`src/rtl/spi_shift_engine.sv`:
```
// SPI shift engine: serialises a transmit character onto mosi and assembles
// the received character from miso, paced by SCLK edge strobes from an
// external clock generator. Character length is 1..MAX_CHAR bits, and either
// bit order is supported.
module spi_shift_engine #(
    parameter int MAX_CHAR = 32,
    parameter int LEN_W    = 5
) (
    input  logic                clk_i,
    input  logic                rst_ni,
    input  logic                go,
    input  logic                pos_edge,
    input  logic                neg_edge,
    input  logic [LEN_W-1:0]    len,
    input  logic                lsb,
    input  logic                tx_negedge,
    input  logic                rx_negedge,
    input  logic                wr_en,
    input  logic [MAX_CHAR-1:0] wr_data,
    input  logic                miso,
    output logic                tip,
    output logic                last,
    output logic                mosi,
    output logic [MAX_CHAR-1:0] rx_data,
    output logic                done
);

    typedef enum logic {IDLE, XFER} state_t;

    state_t              r_state;
    logic [LEN_W:0]      r_cnt;      // one extra bit so MAX_CHAR fits
    logic [LEN_W:0]      r_len_q;
    logic                r_lsb_q;
    logic [MAX_CHAR-1:0] r_tx_q;

    logic                w_tx_edge;
    logic                w_rx_edge;
    logic [LEN_W:0]      w_len_eff;
    logic [LEN_W-1:0]    w_tx_idx;
    logic [LEN_W-1:0]    w_rx_idx;

    assign w_tx_edge = tx_negedge ? neg_edge : pos_edge;
    assign w_rx_edge = rx_negedge ? neg_edge : pos_edge;
    assign w_len_eff = (len == '0) ? (LEN_W+1)'(MAX_CHAR) : {1'b0, len};

    // Bit indices use the pre-decrement count; low LEN_W bits suffice because
    // every legal index is below MAX_CHAR and the arithmetic wraps correctly.
    assign w_tx_idx = r_lsb_q ? (r_len_q[LEN_W-1:0] - r_cnt[LEN_W-1:0])
                              : (r_cnt[LEN_W-1:0] - LEN_W'(1));
    assign w_rx_idx = r_lsb_q ? (r_len_q[LEN_W-1:0] - r_cnt[LEN_W-1:0] - LEN_W'(1))
                              : r_cnt[LEN_W-1:0];

    assign tip  = (r_state == XFER);
    assign last = tip && (r_cnt == '0);

    // Transfer FSM with shift/sample datapath; done is a registered pulse.
    always_ff @(posedge clk_i or negedge rst_ni) begin
        if (!rst_ni) begin
            r_state <= IDLE;
            r_cnt   <= '0;
            r_len_q <= '0;
            r_lsb_q <= 1'b0;
            r_tx_q  <= '0;
            mosi    <= 1'b0;
            rx_data <= '0;
            done    <= 1'b0;
        end else begin
            done <= 1'b0;
            case (r_state)
                IDLE: begin
                    // A write in the go cycle is the data that gets sent.
                    if (wr_en) r_tx_q <= wr_data;
                    if (go) begin
                        r_state <= XFER;
                        r_len_q <= w_len_eff;
                        r_cnt   <= w_len_eff;
                        r_lsb_q <= lsb;
                    end
                end
                XFER: begin
                    if (w_tx_edge && (r_cnt != '0)) begin
                        mosi  <= r_tx_q[w_tx_idx];
                        r_cnt <= r_cnt - (LEN_W+1)'(1);
                    end
                    // Nothing to sample until the first bit has been driven.
                    if (w_rx_edge && (r_cnt < r_len_q)) rx_data[w_rx_idx] <= miso;
                    if (w_rx_edge && (r_cnt == '0)) begin
                        r_state <= IDLE;
                        done    <= 1'b1;
                    end
                end
                default: r_state <= IDLE;
            endcase
        end
    end

endmodule

```
`config.mk`:
```
export PLATFORM = sky130hd
export DESIGN_NAME = spi_shift_engine
export DESIGN_NICKNAME = d
export VERILOG_FILES = /design/src/rtl/spi_shift_engine.sv
export SDC_FILE = /design/constraint.sdc
export NUM_CORES = 1
export LEC_CHECK = 0
export CAP_MARGIN = 5
export CORE_UTILIZATION = 40
export DETAILED_ROUTE_END_ITERATION = 6
export HOLD_SLACK_MARGIN = 0.02
export PLACE_DENSITY = 0.67
export SYNTH_ARGS = -nofsm -noshare
export SYNTH_HDL_FRONTEND = slang
export SYNTH_SLANG_ARGS = --single-unit
```
`constraint.sdc`:
```
create_clock -name clk_i -period 3 [get_ports clk_i]
set_input_delay 0.6 -clock clk_i [delete_from_list [all_inputs] [get_ports clk_i]]
set_output_delay 0.6 -clock clk_i [all_outputs]
set_load 0.01 [all_outputs]
```
==> impl_metrics.json <==
{
  "fp.dieH_um": 106,
  "result_of_the_run": "complete, no violations",
  "crit_top_cell": "inv_1",
  "cts-root-to-sink-buffers": 2,
  "share_seq_of_total_power_pct": 24.6,
  "post-route-drc-count": 0,
  "area_grow_syn2layout_pct": 31.1,
  "postSynthCellCount": 387,
  "clkPwrFrac_pct": 11.6,
  "worst_path_largest_cell_delay_ns": 0.43,
  "dp.final_hpwl_um": 7180,
  "final_net_count": 546,
  "antenna_violating_nets_post_route": 0,
  "grt_antenna_before_repair": 0,
  "setup-violations-final": 0,
  "synthesis.nets": 448,
  "power.switching_fraction_pct": 40.5,
  "power_report.internal_total_uw": 4490,
  "post-synth-top-count-cell": "dfrtp_1",
  "grt_pass1_vias": 3384,
  "floorplan.io_pins": 83,
  "cts_buffers": 9,
  "power.net_switching_uw": 3050,
  "cp.arrival_ns": 3.13,
  "worst_path_max_fanout": 5,
  "critical_path_class": "reg -> reg",
  "hold_viol": 0,
  "drtPass1Iterations": 4,
  "overall_via_count_from_detail_route": 3297,
  "postRouteWirelength_um": 9620,
  "maxSlewHeadroom_pct": 33.7,
  "leakage_power_figure_uw": 0.00249,
  "max_slew_violation_count": 0,
  "placedCellCount": 607,
  "finalCritPeriodShare_pct": 96.9,
  "port_buffers": 82,
  "hold_class": "in -> async",
  "synthesis.area_um2": 4360,
  "die_w_um": 106,
  "cts_sinks": 80,
  "grt_pass1_wl_um": 16500,
  "timing.fmax_ghz": 0.344,
  "power.share.combinational_pct": 63.7,
  "clkSlewWorstSetupHoldPaths_ns": 0.09,
  "synthesis.area_per_instance_um2": 11.3,
  "global_route.overflow_total": 0,
  "crit_buf_inv": 2,
  "detail_route.wl_per_cell_um": 15.4,
  "synth.top_cell.area_share_pct": 45.9,
  "synth.lib_cells_used.distinct": 51,
  "hold_ws_ns": 0.426,
  "clkLatencyLatePin_ns": 0.35,
  "initialDrtViolationCount": 124,
  "period_needed_ns": 2.91,
  "antennaDiodeCount": 0,
  "cp-end-kind": "flip-flop",
  "final_cells": 625,
  "htree_levels": 3,
  "groute.usage.overall_pct": 18.5,
  "cts_tree": "built",
  "setup_repair_after_global_routing_missed_its_margin": "yes",
  "fp.dieArea_um2": 11300,
  "cts_root_buffer_type": "clkbuf_8",
  "vdd_drop_max_mv": 0.656,
  "clock-skew-final_ns": 0.0146,
  "critical-path-top-delay-family": "XOR/XNOR gates",
  "row_count": 37,
  "synth_warnings": 0,
  "post-synth-top-area-cell": "dfrtp_1",
  "kind_of_start_point_of_the_critical_path": "flip-flop",
  "crit_slowest_cell": "fa_1",
  "worstPathCellList": "inv_1 > ha_1 > inv_1 > fa_1 > xnor2_2 > and3_2 > xnor3_2 > o32a_1 > nor3_1 > mux2_2",
  "levels_on_crit_path": 10,
  "power.density_nw_per_um2": 1320,
  "maxCapViolCount": 0,
  "post-route-util_pct": 54.6,
  "synth_area_leaders": "dfrtp_1, mux2_2, mux2i_1",
  "portion_of_the_post_synthesis_area_used_by_sequential_elements_pct": 45.9,
  "initial_utilization_pct": 41.7,
  "drt-vias-per-instance": 5.28,
  "synth-edff-count": 0,
  "max_slew.worst_pin.slew_ns": 0.995,
  "grt_max_degree": 81,
  "synth_ff_type": "dfrtp_1",
  "gpl.final_weighted_congestion": 0.827,
  "async_flop_share_pct": 100,
  "timing.critical_path.required_ns": 3.22,
  "drive_above_1_share_pct": 23.5,
  "yosys-top-cells-count": "dfrtp_1, mux2_2, nor2_1, nor3_1, nand2_1",
  "fp.coreArea_um2": 10500,
  "ys_ff_latch": 80,
  "ff2ff_path_depth": 10
}
[cells by family (layout without fill, tap and decap cells)]
kind of cell,after synthesis,after routing,synth area share (%)
AO/OA/AOI/OAI,50,50,8.70
XOR/XNOR,9,9,2.61
adder cells (fa/ha/maj),14,14,4.19
buffers and inverters,33,135,3.13
flip-flops,80,80,45.9
multiplexers,91,91,23.2
AND/OR/NAND/NOR,110,110,12.3
[stage by stage]
stage,worst slack [ns],total power (uW),TNS (ns),instance area [um2]
floorplan,0.173,5010,0,4360
global placement,0.0842,6420,0,5440
detailed placement,-0.0312,6490,-0.0863,5440
CTS,0.0656,7430,0,5670
global route,-0.0474,8140,-0.179,5720
finish,0.0930,7540,0,5720
[sequential cells by signal (all words and copies together), names as in the netlist]
name	flops
r_tx_q	32
rx_data	32
r_cnt	6
r_len_q	6
done	1
mosi	1
r_lsb_q	1
tip	1
[path summary, 6_finish.rpt]
kind / end / slack, ns / from
setup / recovery: rx_data[9]$_DFFE_PN0P_ / 0.09 / r_len_q[0]$_DFFE_PN0P_
hold / removal: rx_data[7]$_DFFE_PN0P_ / 0.43 / rst_ni
setup reg to reg: rx_data[9]$_DFFE_PN0P_ / 0.09 / r_len_q[0]$_DFFE_PN0P_
hold reg to reg: r_len_q[5]$_DFFE_PN0P_ / 0.48 / r_len_q[5]$_DFFE_PN0P_
max in group asynchronous: r_len_q[2]$_DFFE_PN0P_ / 1.94 / rst_ni
min in group clk_i: r_len_q[5]$_DFFE_PN0P_ / 0.48 / r_len_q[5]$_DFFE_PN0P_
[repair_timing]
action                                 in CTS  in global routing
pin swaps                                   1                  1
gates resized for setup                     0                  9
gates cloned                                0                  0
setup endpoints to repair                   8                 25
endpoints found under the hold margin       0                  0
hold buffers                                0                  0
setup buffers                               1                  2
[final cells by class]
| class | count | area [um2] |
|---|---|---|
| fillers | 976 | 4750 |
| multi-input cells | 274 | 2260 |
| flip-flops and latches | 80 | 2000 |
| repair buffers | 104 | 1010 |
| well taps | 136 | 170 |
| clock buffers | 10 | 138 |
| clock inverters | 5 | 78.8 |
| inverters | 16 | 60.1 |
[power groups by stage]
stage	Clock, uW	Combinational (uW)	Sequential (uW)
after CTS	900	4660	1870
after global routing	940	5270	1930
after detailed placement	0	4600	1890
after floorplan	0	3130	1880
final	877	4800	1860
after global placement	0	4550	1860
[layout by cell type, fill, tap and decap left out, types with 2 or more instances in the layout]
cell             count
nand4_1              3
a211oi_1             3
bufinv_16            2
mux2i_1             19
mux2_1              11
o211ai_1             3
clkdlybuf4s50_1     81
o22ai_2              2
a21oi_1              9
nor2b_1              3
inv_1               16
a21o_1               3
o32a_1               2
o21ai_0             11
nor3_2               3
xnor2_2              2
xnor2_1              3
mux2_2              59
nor3_1              20
nand3_1             11
nor2_1              29
or3_1                3
buf_4               21
dfrtp_1             80
nand3b_1             8
ha_1                13
buf_12               2
nand2b_1             2
clkbuf_8            10
o21a_1               3
xor2_1               2
nand2_1             22
clkinv_2             2
[routing by layer]
| metal | track usage [%] | wire length [um] | up-vias | part of all wire, % |
|---|---|---|---|---|
| li1 | - | - | 1579 | - |
| met1 | 22.6 | 4180 | 1629 | 43 |
| met2 | 32.0 | 4910 | 76 | 51 |
| met3 | 4.48 | 401 | 13 | 4.2 |
| met4 | 5.95 | 138 | 0 | 1.4 |
| met5 | 0 | 0 | - | 0 |
[worst register-to-register path: stages, from the launching register on]
cell and delay (ns):
dfrtp_1 0.39, inv_1 0.07, ha_1 0.16, inv_1 0.05, fa_1 0.43, xnor2_2 0.22
and3_2 0.27, xnor3_2 0.40, o32a_1 0.26, nor3_1 0.19, mux2_2 0.35
No activity file was read; power rests on OpenSTA's default activity.
